--- config.mk ---
export PLATFORM = sky130hd
export DESIGN_NAME = hazard_unit
export DESIGN_NICKNAME = d
export VERILOG_FILES = /design/src/rtl/hazard_unit.sv
export SDC_FILE = /design/constraint.sdc
export NUM_CORES = 1
export LEC_CHECK = 0
export ABC_AREA = 1
export ABC_CLOCK_PERIOD_IN_PS = 2400
export BUFFER_PORTS_ARGS = -buffer_cell sky130_fd_sc_hd__clkbuf_2
export CAP_MARGIN = 10
export CORE_AREA = 10 10 56 69
export DETAILED_ROUTE_END_ITERATION = 8
export DIE_AREA = 0 0 66 79
export PLACE_DENSITY = 0.79
export SETUP_SLACK_MARGIN = 0.05
export SLEW_MARGIN = 20
export SYNTH_ARGS = -nofsm -noshare
export SYNTH_HDL_FRONTEND = slang
export SYNTH_SLANG_ARGS = --single-unit
--- constraint.sdc ---
create_clock -name clk -period 2.4 [get_ports clk]
set_input_delay 0.24 -clock clk [delete_from_list [all_inputs] [get_ports clk]]
set_output_delay 0.24 -clock clk [all_outputs]
set_load 0.005 [all_outputs]
--- src/rtl/hazard_unit.sv ---
// ID/EX hazard controller: load-use bubbles, taken-branch squash and memory-wait freeze,
// with saturating stall/flush counters. Control outputs are Mealy on state and inputs.
module hazard_unit #(
  parameter int REG_AW         = 2,
  parameter int LOAD_STALL_CYC = 1,
  parameter int FLUSH_CYC      = 1,
  parameter int CNT_W          = 8
) (
  input  logic              clk,
  input  logic              rst,
  input  logic              MemRead_EX,
  input  logic [REG_AW-1:0] Rd_EX,
  input  logic [REG_AW-1:0] Rs_ID,
  input  logic [REG_AW-1:0] Rt_ID,
  input  logic              Uses_Rs_ID,
  input  logic              Uses_Rt_ID,
  input  logic              Branch_Taken_EX,
  input  logic              Mem_Busy,
  input  logic              Stat_Clear,
  output logic              PC_Write,
  output logic              IF_ID_Write,
  output logic              IF_ID_Flush,
  output logic              ID_EX_Flush,
  output logic              EX_MEM_Write,
  output logic [CNT_W-1:0]  Stall_Count,
  output logic [CNT_W-1:0]  Flush_Count
);

  typedef enum logic [1:0] {RUN, LOAD_STALL, BR_FLUSH, MEM_WAIT} state_t;

  localparam logic [2:0]       LS_INIT  = 3'(LOAD_STALL_CYC - 1);
  localparam logic [2:0]       FL_INIT  = 3'(FLUSH_CYC - 1);
  localparam logic             LS_MULTI = (LOAD_STALL_CYC > 1);
  localparam logic             FL_MULTI = (FLUSH_CYC > 1);
  localparam logic [CNT_W-1:0] CNT_MAX  = {CNT_W{1'b1}};

  state_t           state_q, state_d;
  logic [2:0]       rem_q, rem_d;
  logic [CNT_W-1:0] stall_count_q, stall_count_d;
  logic [CNT_W-1:0] flush_count_q, flush_count_d;

  logic lu;
  logic pc_w, ifid_w, ifid_f, idex_f, exmem_w;
  logic stall_inc, flush_inc;

  assign lu = MemRead_EX & ((Uses_Rs_ID & (Rd_EX == Rs_ID)) |
                            (Uses_Rt_ID & (Rd_EX == Rt_ID)));

  always_comb begin
    state_d   = state_q;
    rem_d     = rem_q;
    pc_w      = 1'b1;
    ifid_w    = 1'b1;
    ifid_f    = 1'b0;
    idex_f    = 1'b0;
    exmem_w   = 1'b1;
    stall_inc = 1'b0;
    flush_inc = 1'b0;
    if (Mem_Busy) begin
      // Full freeze; only RUN is parked in MEM_WAIT so it can resume cleanly.
      pc_w      = 1'b0;
      ifid_w    = 1'b0;
      exmem_w   = 1'b0;
      stall_inc = 1'b1;
      if (state_q == RUN) state_d = MEM_WAIT;
    end else if (Branch_Taken_EX) begin
      ifid_f    = 1'b1;
      idex_f    = 1'b1;
      flush_inc = 1'b1;
      if (FL_MULTI) begin
        state_d = BR_FLUSH;
        rem_d   = FL_INIT;
      end else begin
        state_d = RUN;
        rem_d   = 3'd0;
      end
    end else if (state_q == LOAD_STALL) begin
      pc_w      = 1'b0;
      ifid_w    = 1'b0;
      idex_f    = 1'b1;
      stall_inc = 1'b1;
      rem_d     = rem_q - 3'd1;
      if (rem_q == 3'd1) state_d = RUN;
    end else if (state_q == BR_FLUSH) begin
      // IF/ID is being squashed, so a load-use match against it is meaningless.
      ifid_f = 1'b1;
      rem_d  = rem_q - 3'd1;
      if (rem_q == 3'd1) state_d = RUN;
    end else if (lu) begin
      pc_w      = 1'b0;
      ifid_w    = 1'b0;
      idex_f    = 1'b1;
      stall_inc = 1'b1;
      if (LS_MULTI) begin
        state_d = LOAD_STALL;
        rem_d   = LS_INIT;
      end else begin
        state_d = RUN;
      end
    end else begin
      state_d = RUN;
    end
  end

  always_comb begin
    stall_count_d = stall_count_q;
    flush_count_d = flush_count_q;
    if (Stat_Clear) begin
      stall_count_d = '0;
      flush_count_d = '0;
    end else begin
      if (stall_inc && stall_count_q != CNT_MAX) stall_count_d = stall_count_q + 1'b1;
      if (flush_inc && flush_count_q != CNT_MAX) flush_count_d = flush_count_q + 1'b1;
    end
  end

  always_ff @(posedge clk or posedge rst) begin
    if (rst) begin
      state_q       <= RUN;
      rem_q         <= 3'd0;
      stall_count_q <= '0;
      flush_count_q <= '0;
    end else begin
      state_q       <= state_d;
      rem_q         <= rem_d;
      stall_count_q <= stall_count_d;
      flush_count_q <= flush_count_d;
    end
  end

  // Reset overrides the pipeline into a held, flushed condition immediately.
  assign PC_Write     = ~rst & pc_w;
  assign IF_ID_Write  = ~rst & ifid_w;
  assign IF_ID_Flush  = rst | ifid_f;
  assign ID_EX_Flush  = rst | idex_f;
  assign EX_MEM_Write = ~rst & exmem_w;
  assign Stall_Count  = stall_count_q;
  assign Flush_Count  = flush_count_q;

endmodule

After elaboration in Yosys (flattened, before gate mapping)
Index checks and enable logic that the tools add are counted.

Bits in registers: 21. Input bits: 14. Output and inout port bits: 21. Logic and storage cells: 64.

$add $sub $neg: 3. Eq/ne operators: 8. Mux-type cells: 32. Bitwise operators: 10. Reductions and logical operators: 7.

Operators with widths (number): 8-bit two-way mux (4); 1-bit two-way mux (19); 8-bit by 1-bit adder with 8-bit output, second input constant (2); 8-bit inequality test, second input constant (2); 2-bit two-way mux (6); 3-bit two-way mux (3); 1-bit bitwise AND (5); 2-bit equality test (2); 2-bit nonzero test (2); 3-bit by 1-bit equality test with 1-bit output, second input constant (1); 1-bit bitwise OR (3); 3-bit nonzero test (1); 3-bit by 1-bit subtractor with 3-bit output, second input constant (1); 2-bit by 1-bit equality test with 1-bit output, second input constant (1); 2-bit equality test, second input constant (1); 1-bit logical AND (2); 2-bit zero test (1); 2-bit by 1-bit inequality test with 1-bit output, second input constant (1); 1-bit NOT (2); 2-bit AND reduction (1).

Logic depth before layout (Yosys ltp)
Gate-level depths: netlist of run 1.

Word-level depth: 12. Depth in mapped cells: 11. Mapped depth without buffers: 11.

Worst setup path after synthesis of run 1
No wires, ideal clock.

Path type: register -> register. From: register stall_count_q[0] (netlist: Stall_Count[0]). To: register stall_count_q[6] (netlist: Stall_Count[6]). Library setup time: 0.117 ns. Data arrival time: 1.312 ns. Data required time: 2.283 ns. Slack: 0.971 ns. Cell stages (with the launch flop): 9. Buffers on the path: 0. Period minus slack after synthesis: 1.429 ns. Cells stage by stage: dfrtp_1 > ha_1 > nand3_2 > nor3b_2 > nand2_2 > nand3_4 > nand2_4 > nand2_1 > nand2_1.

Cells in the longest elaborated chain, start to end: 3. Elaborated cells between the ends (all ways): 6. Classes of those cells: add/sub (1); eq/ne (1); mux (2); reduce/logical (2).

RTL lines: from (decl) (RTL line 39) `logic [CNT_W-1:0] stall_count_q, stall_count_d;`; from (signal assigned) (RTL line 126) `stall_count_q <= stall_count_d;`; 8-bit by 1-bit adder with 8-bit output or 8-bit inequality test (tied branches) (RTL line 112) `if (stall_inc && stall_count_q != CNT_MAX) stall_count_d = stall_count_q + 1'b1;`; 8-bit two-way mux or 1-bit logical AND (tied branches) (RTL line 112); 8-bit two-way mux or 2-bit nonzero test (tied branches).

Several ways; a longest one is shown, not always the timed one. The select of a mux whose other input is x is not followed. A chain may end at the register's enable or synchronous reset.

Worst setup path after layout of run 1
From: register state_q[0]. To: output IF_ID_Write.

Cells in the longest elaborated chain, start to end: 6. Elaborated cells between the ends (all ways): 7. Classes of those cells: eq/ne (2); mux (4); bitwise (1).

RTL lines: from (decl) (RTL line 37) `state_t state_q, state_d;`; from (signal assigned) (RTL line 124) `state_q <= state_d;`; 2-bit equality test (RTL line 84) `end else if (state_q == BR_FLUSH) begin`; 1-bit two-way mux (RTL line 84); 1-bit two-way mux * (RTL line 77) `end else if (state_q == LOAD_STALL) begin`; 1-bit two-way mux * (RTL line 66) `end else if (Branch_Taken_EX) begin`; 1-bit two-way mux * (RTL line 59) `if (Mem_Busy) begin`; 1-bit bitwise AND * (RTL line 133) `assign IF_ID_Write = ~rst & ifid_w;`; to (decl) (RTL line 21) `output logic IF_ID_Write,`.

Every way passes the cells marked *; elsewhere a longest branch is shown, timed or not.

==> results of run 1 <==
## cells in the final DEF (no fill, tap or decap), types with 2 or more instances in the layout
master     n
nand3_1   21
o21ai_0    5
nor3b_2    2
clkbuf_4   3
a21oi_1    7
o31ai_1    4
nor2_1    19
nand2_1   48
inv_1     26
xor2_1     6
clkbuf_2  34
nand3_2    4
nor3_1     2
dfrtp_1   21
ha_1       4
## where the power goes
part	internal (W)	total, W	switching [W]
logic	0.0000714	0.000183	0.000112
clock network	0.0000623	0.000178	0.000116
registers	0.000384	0.000411	0.0000268
## metrics by stage
step	hold slack (ps)	power [W]
floorplan	234	0.000541
global placement	238	0.000596
global route	122	0.000822
finish	121	0.000772
detailed placement	227	0.000602
CTS	120	0.000778
## final timing paths
path	slack [ps]	startpoint	to	cells past startpoint
min in group asynchronous	450	rst	rem_q[0]	3
worst max register to register	640	Flush_Count[0]	Flush_Count[6]	10
worst min-delay path	120	Branch_Taken_EX	rem_q[1]	2
max in group asynchronous	1440	rst	Stall_Count[6]	4
worst max-delay path	610	state_q[0]	IF_ID_Write	6
worst min register to register	510	rem_q[1]	rem_q[1]	2
## critical path, delay by kind of cell, from the launching register on
family	cells	cell delay, ps
simple gates	4	500
compound gates	1	210
flops	1	400
buf+inv	1	150
## kinds of logic (layout without fill, tap and decap cells)
family | Yosys count | in the layout
AO/OA/AOI/OAI | 19 | 19
XOR/XNOR | 7 | 7
adder cells (fa/ha/maj) | 4 | 4
buffers and inverters | 30 | 66
flip-flops | 21 | 21
AND/OR/NAND/NOR | 101 | 101
## metal layers
layer / GRT usage / wire (um) / vias to the layer above
met2: 0.202 / 1470 / 31
met5: 0 / 0 / -
met1: 0.145 / 1330 / 561
li1: - / - / 655
met4: 0.0378 / 44 / 0
met3: 0.0379 / 237 / 4
## flip-flops by register name (all words and copies together), names as in the netlist
signal / cells
rem_q: 3
state_q: 2
Stall_Count: 8
Flush_Count: 8
## final cells by class
class / count / area (sq um) / share of cell area
clock buffers: 3 / 22.5 / 0.0142
repair buffers: 36 / 188 / 0.118
inverters: 26 / 97.6 / 0.0616
flip-flops and latches: 21 / 526 / 0.332
clock inverters: 1 / 5.00 / 0.00316
multi-input cells: 131 / 703 / 0.444
well taps: 34 / 42.5 / 0.0269
## what timing repair did
action / 4_1_cts / 5_1_grt
hold buffers: 1 / 0
gates resized for setup: 0 / 0
hold endpoints to repair: 7 / 0
==> results.md, run 1 <==
- Main area contributors after synthesis: dfrtp_1, nand2_1, nand3_1
- Remaining antenna violation count: 0
- Distinct cells, synth: 24
- HPWL Detailed: 2440 um
- CTS tree: yes
- Fin Clk Skew: ~10 ps
- Cell count after placement: between 200 and 250
- Largest net degree at the start of global routing: 18
- Setup bufs post-CTS: 0
- Cell taking the most area after synthesis: dfrtp_1
- Syn_nets: 200
- Gr usage total: 0.121
- Leakage Power: a little under 0.9 nW
- Setup TNS after final layout: 0 ps
- PwrDens: 488 mW/mm^2
- Count of state elements after synthesis: 21
- Post-synthesis average cell area: between 7 and 8 sq um
- CTS Sinks: 21
- Utilization after layout: 0.609
- Non-Filler Instances: 252
- Vias: 1,251
- Nature of the critical path endpoint: primary output
- Async set or reset register ratio after synthesis: 1.00
- Main synth FF type: dfrtp_1
- Crit Path Max Fanout: 3
- Chip width: ~66 um
- VDD IR-drop max: around 0.32 mV
- I/O pin cnt: 35
- RSZ-0062 raised after global routing: no
- Max Buffers Root-to-Sink: 2
- WL final: just over 3000 um
- CP max stage delay: approximately 400 ps
- Commonest cells post-synth: nand2_1, inv_1, dfrtp_1, nand3_1, nor2_1
- CTS Root Cell: clkbuf_4
- Gate Count Post-Synth: 182
- Slew headroom: 0.623
- Drt initial violations: 37
- Post-synth EDFFs: 0
- Multiplexer share of the synthesized area: 0
- Post-Place Setup Slack: between 600 and 700 ps
- Routability cong.: roughly 0.85
- Slew @ Worst Pin: 566 ps
- Drc violations: 0
- Gr ovfl total: 0
- Status: complete, no violations
- Most frequent cell after synthesis: nand2_1
- Initial core utilization: 0.519
- ANT cells: 0
- Period utilisation layout: 0.746
- Synth Area in XOR/XNOR: 0.0455
- Nets: between 200 and 250
- Crit path required time: between 2000 and 2500 ps
- Row cnt: 21
- Setup ws final: a little over 600 ps
- Dpl cell area: between 0.0015 and 0.002 sq mm
- Worst-path clk slew: 120 ps
- Post-synthesis compound-gate area fraction: 0.0807
- H-tree depth: 1
- Initial antenna violation count: 0
- Register area share after synthesis: 0.390
- Max Slew Vio Count: 0
- Input/output buffers: 34
- Layout cells sized above 1: 0.225
- Vias per cell: between 4 and 5
- Largest family of logic cells by synthesized area: simple AND/OR/NAND/NOR gates
- P&R area growth vs syn: 17.4%
- Fin. Hold Viols: 0
- First-pass GRT wire length: ~5300 um
- # Max-Cap Violations: 0
- Die Y: 79 um
- CTS buffer count: 3
- Post-route cell area: between 0.0015 and 0.002 sq mm
- Synthesized area: between 0.001 and 0.0015 sq mm
- Synth top area share: 0.390
- Die Area: 0.00521 sq mm
- Most frequent cell on the critical path: nor2_1
- Drt pass-1 iters: 4
- Min Tclk post-route: approximately 1800 ps
- Final setup viols: 0
- Fillers: about 250
- Clock latency on the worst-skew pair: approximately 310 ps
- HP Class: input pin to register
- F_max: between 500 and 600 MHz
- Synth Warn #: 0
- Core Box Area: ~0.0026 sq mm
- Post-Synth Adder-Cell Area: 0.0371
- CP Class: register to primary output
- Vias in the first global route: 1,190
- Routed WL per cell: 12.3 um
- Crit path cell chain: nor2_1 > nor2_1 > nand2_1 > nand3_2 > a21oi_1 > clkbuf_2
- Synth Area in Simple Gates: 0.358
- Crit start category: register
- Data arrival, critical path: around 1600 ps
- Slowest-stage cell, CP: dfrtp_1
Power figures use the tool's default switching activity.
==> run 2, diff against run 1 <==
- ABC_CLOCK_PERIOD_IN_PS: 2400 -> 1600
- CORE_AREA: 10 10 56 69 -> 10 10 59 73
- DIE_AREA: 0 0 66 79 -> 0 0 69 83
- PLACE_DENSITY: 0.79 -> 0.74
- clock period: 2.4 -> 1.6 ns (I/O delays scaled with it)
==> results.md, run 2 (synthesis results as in run 1) <==
- Status: complete, no violations
- Die Y: 83 um (+5.1%)
- Routability cong.: 0.826 (-2.3%)
- Drt pass-1 iters: 4 (unchanged)
- Max Slew Vio Count: 0 (unchanged)
- Leakage Power: 0.946 nW (+8.7%)
- Post-Place Setup Slack: 69.2 ps (-598 ps)
- WL final: 3300 um (+6.8%)
- P&R area growth vs syn: 26.6%
- Final setup viols: 0 (unchanged)
- Vias per cell: 5.00 (+0.80%)
- Initial core utilization: 0.462 (-0.0563)
- Crit path required time: 1440 ps (-720 ps)
- Slew @ Worst Pin: 329 ps (-237 ps)
- Row cnt: 22 (+4.8%)
- Drc violations: 0 (unchanged)
- Fin Clk Skew: 3.74 ps (-6.48 ps)
- Routed WL per cell: 12.5 um (+1.9%)
- Max Buffers Root-to-Sink: 2 (unchanged)
- Setup ws final: 89.6 ps (-520 ps)
- Dpl cell area: 0.00160 sq mm (+3.6%)
- CTS Sinks: 21 (unchanged)
- H-tree depth: 1 (unchanged)
- CP Class: register to primary output
- Core Box Area: 0.00292 sq mm (+12%)
- Crit Path Max Fanout: 3 (unchanged)
- Setup TNS after final layout: 0 ps (unchanged)
- # Max-Cap Violations: 0 (unchanged)
- Post-route cell area: 0.00171 sq mm (+7.8%)
- Int Pwr: 0.000813 W (+57%)
- Switching power total: 0.000394 W (+55%)
- Min Tclk post-route: between 1500 and 2000 ps
- Period utilisation layout: 0.944
- F_max: 662 MHz
- Die Area: 0.00573 sq mm (+9.8%)
- Drt initial violations: 46 (+24%)
- HP Class: input pin to register
- Clk pwr share: 0.217 (-0.014)
- HPWL Detailed: 2540 um (+3.8%)
- Data arrival, critical path: 1350 ps (-200 ps)
- Gr usage total: 0.112 (-0.00960)
- Chip width: 69 um (+4.5%)
- Fin. Hold Viols: 0 (unchanged)
- Vias: 1,321 (+5.6%)
- Largest net degree at the start of global routing: 22 (+4)
- Slew headroom: 0.781 (+0.158)
- RSZ-0062 raised after global routing: yes
- Sw Share: 0.327 (-0.00288)
- Total power: 0.00121 W (+56%)
- Nature of the critical path endpoint: primary output
- PwrDens: 707 mW/mm^2 (+45%)
- Crit start category: register
- Most common cell after layout, fill and taps aside: nand2_1
- Sequential share of power: 0.509 (-0.023)
- Worst-path clk slew: 120 ps (about the same)
- Input/output buffers: 34 (unchanged)
- Utilization after layout: 0.585 (-0.0236)
- Initial antenna violation count: 0 (unchanged)
- Most frequent cells in the layout: nand2_1, clkbuf_2, inv_1, dfrtp_1, nand3_1
- First-pass GRT wire length: 5720 um (+8.1%)
- VDD IR-drop max: 0.491 mV (+53%)
- CTS buffer count: 3 (unchanged)
- Remaining antenna violation count: 0 (unchanged)
- Gr ovfl total: 0 (unchanged)
- Combinational share of power: 0.274 (+0.037)
- Clock latency on the worst-skew pair: 310 ps (about the same)
- CTS tree: yes
- Vias in the first global route: 1,276 (+7.2%)
- I/O pin cnt: 35 (unchanged)
- Nets: 247 (+4.2%)
- CTS Root Cell: clkbuf_4
- Layout cells sized above 1: 0.289 (+0.0647)
- ANT cells: 0 (unchanged)
## run 2: critical path, stage by stage (launching register included)
cell and delay (ps):
dfrtp_1 400, nor2_2 150, nor2_1 50, nand2_1 90, nand3_2 80, a21oi_2 140, buf_2 130
## run 2: power groups by stage
stage,sequential [W],clock (W),combinational (W)
floorplan,0.000621,0,0.000190
global placement,0.000618,0,0.000296
finish,0.000614,0.000262,0.000331
detailed placement,0.000621,0,0.000301
CTS,0.000611,0.000274,0.000313
global route,0.000622,0.000297,0.000387
## run 2: area by class of cell
class / count / area (sq um)
Tap cell: 36 / 45.0
Timing Repair Buffer: 46 / 263
Inverter: 26 / 97.6
Sequential cell: 21 / 526
Multi-Input combinational cell: 131 / 749
Fill cell: 306 / 1210
Clock buffer: 3 / 22.5
Clock inverter: 1 / 5.00
## run 2: per-stage QoR
step                instances  hold slack (ps)
floorplan                 182              154
global placement          256              267
detailed placement        256              266
CTS                       262             19.6
global route              264             26.9
finish                    264             23.8
## run 2: final timing paths
| path | start | to | slack, ps | cells past startpoint |
|---|---|---|---|---|
| max in group asynchronous | rst | Flush_Count[1] | 890 | 4 |
| min in group asynchronous | rst | rem_q[2] | 490 | 4 |
| hold / removal | Branch_Taken_EX | rem_q[1] | 20 | 2 |
| hold reg to reg | rem_q[1] | rem_q[1] | 500 | 2 |
| setup reg to reg | Stall_Count[1] | Stall_Count[1] | 140 | 8 |
| setup / recovery | state_q[0] | PC_Write | 90 | 6 |
## run 2: repair_timing
action | 4_1_cts | 5_1_grt
cloned | 0 | 0
hold buffers | 1 | 0
pin swaps | 2 | 5
hold endpoints to repair | 21 | 0
buffers inserted | 1 | 2
endpoints found under the setup margin | 3 | 14
gates resized for setup | 3 | 11
## run 2: metal layers
layer	track usage	vias to the layer above	part of all wire	wire length, um
li1	-	677	-	-
met1	0.133	607	0.43	1420
met2	0.189	33	0.50	1640
met3	0.0321	4	0.059	196
met4	0.0329	0	0.011	35
met5	0	-	0	0
==> run 3, diff against run 2 <==
==> constraint.sdc (replaced) <==
create_clock -name clk -period 1.6 [get_ports clk]
set_input_delay 0.08 -clock clk [delete_from_list [all_inputs] [get_ports clk]]
set_output_delay 0.08 -clock clk [all_outputs]
set_load 0.005 [all_outputs]
==> results.md, run 3 (synthesis results as in run 1) <==
- P&R area growth vs syn: 28.0%
- Gr usage total: 0.110 (-0.00145)
- Max Buffers Root-to-Sink: 2 (unchanged)
- Crit Path Max Fanout: 4 (+1)
- Leakage Power: 0.947 nW (about the same)
- Routed length on met3: 159 um (-19%)
- Die Area: 0.00573 sq mm (unchanged)
- Fin Clk Skew: 1.47 ps (-2.27 ps)
- Core Box Area: 0.00292 sq mm (unchanged)
- Crit start category: register
- Largest net degree at the start of global routing: 22 (unchanged)
- HP Class: input pin to register
- Clock latency on the worst-skew pair: 300 ps (about the same)
- First-pass GRT wire length: 5680 um (-0.73%)
- R2r startpoint: Flush_Count[0]
- Drt pass-1 iters: 4 (unchanged)
- Vias per cell: 5.00 (-0.15%)
- Fin. Hold Viols: 0 (unchanged)
- RSZ-0062 raised after global routing: yes
- Setup TNS after final layout: 0 ps (unchanged)
- CTS Sinks: 21 (unchanged)
- Period utilisation layout: 0.933 (-0.0106)
- Crit path required time: 1840 ps (+400 ps)
- CP Class: register to register
- Vias: 1,334 (+0.98%)
- Chip width: 69 um (unchanged)
- Metal2 WL: 1600 um (-2.6%)
- Remaining antenna violation count: 0 (unchanged)
- ANT cells: 0 (unchanged)
- Slew @ Worst Pin: 382 ps (+53.5 ps)
- Worst hold start: Mem_Busy
- R2R Path End: Flush_Count[3]
- Worst-path clk slew: 120 ps (about the same)
- Drc violations: 0 (unchanged)
- Max Slew Vio Count: 0 (unchanged)
- Status: complete, no violations
- CTS tree: yes
- Routability cong.: 0.823 (-0.45%)
- Worst Hold Depth: 3 (+1)
- HPWL Detailed: 2450 um (-3.4%)
- PwrDens: 709 mW/mm^2 (+0.35%)
- Data arrival, critical path: 1740 ps (+390 ps)
- Die Y: 83 um (unchanged)
- Initial antenna violation count: 0 (unchanged)
- F_max: 670 MHz (+1.1%)
- Vias in the first global route: 1,281 (+0.39%)
- CTS Root Cell: clkbuf_4
- H-tree depth: 1 (unchanged)
- Final setup viols: 0 (unchanged)
- Critical Path Start: Flush_Count[0]
- Input/output buffers: 34 (unchanged)
- R2R cell count: 9 (+1)
- Flop-to-flop setup slack: 110 ps (-30 ps)
- Worst hold path endpoint: state_q[1]
- # Max-Cap Violations: 0 (unchanged)
- Routed WL per cell: 12.2 um (-2.4%)
- Nets: 250 (+1.2%)
- Met1 wire length: 1460 um (+2.9%)
- CTS buffer count: 3 (unchanged)
- Nature of the critical path endpoint: register
- Slew headroom: 0.745 (-0.0357)
- Min Tclk post-route: 1490 ps (-17.0 ps)
- VDD IR-drop max: 0.493 mV (+0.48%)
- Hold_ws: 66.1 ps (+42.3 ps)
- Layout cells sized above 1: 0.294 (+0.00490)
- Top routing layer used: met4
- Most common cell after layout, fill and taps aside: nand2_1
- Row cnt: 22 (unchanged)
- I/O pin cnt: 35 (unchanged)
- Utilization after layout: 0.592 (+0.00643)
- Most frequent cells in the layout: nand2_1, clkbuf_2, inv_1, dfrtp_1, nand3_1
- Gr ovfl total: 0 (unchanged)
- WL final: 3260 um (-1.2%)
- Drt initial violations: 51 (+11%)
- Initial core utilization: 0.462 (unchanged)
==> run 3: changes by cell type in the layout (fill, tap and decap cells not counted), moves of 2 or more <==
cell / change
inv_1: -2
nand2_1: +2
nand2_2: -2
buf_4: +2
inv_2: +2
==> run 3: worst max-delay path by stage <==
stage	depth (start not counted)	slack, ps	end
3_5_place_dp	8	60	Stall_Count[5]
2_1_floorplan	8	170	Stall_Count[6]
5_1_grt	10	20	Flush_Count[6]
3_3_place_gp	8	140	Stall_Count[6]
6_report	9	110	Flush_Count[3]
4_1_cts	10	60	Flush_Count[6]
==> run 3: metrics by stage <==
step,cells,power (W),area (sq um),setup WS [ps]
final,267,0.00122,1730,107
after global routing,267,0.00132,1730,15.2
after CTS,262,0.00120,1660,61.1
after detailed placement,255,0.000920,1590,59.0
after global placement,255,0.000912,1590,139
after floorplan,182,0.000811,1350,171
==> run 3: power breakdown <==
group | leakage, nW | internal (W) | switching, W
clock | 0.0177 | 0.0000933 | 0.000167
sequential | 0.282 | 0.000576 | 0.0000378
combinational | 0.648 | 0.000156 | 0.000194
==> run 3: layout make-up <==
cell class / instances / area [sq um]
Inverter: 26 / 97.6
Tap cell: 36 / 45.0
Timing Repair Buffer: 49 / 288
Clock buffer: 3 / 22.5
Clock inverter: 1 / 5.00
Fill cell: 294 / 1190
Sequential cell: 21 / 526
Multi-Input combinational cell: 131 / 743
==> run 3: layer usage <==
layer  vias to the layer above  track usage
met2                        32        0.183
met3                         4       0.0298
met4                         0       0.0329
met1                       619        0.135
li1                        679            -
met5                         -            0
==> run 3: critical path: stages (launching register included) <==
cell and delay (ps):
dfrtp_1 410, ha_2 210, nand2_1 70, nor2_1 50, nand3_1 60, nand2_1 110
buf_4 180, nor3_2 160, o21ai_1 80, a21oi_1 110
==> run 3: what timing repair did <==
action | 4_1_cts | 5_1_grt
endpoints found under the setup margin | 8 | 14
buffers inserted | 1 | 5
pin swaps | 0 | 6
gates resized for setup | 2 | 11
endpoints found under the hold margin | 22 | 0
hold buffers | 2 | 0
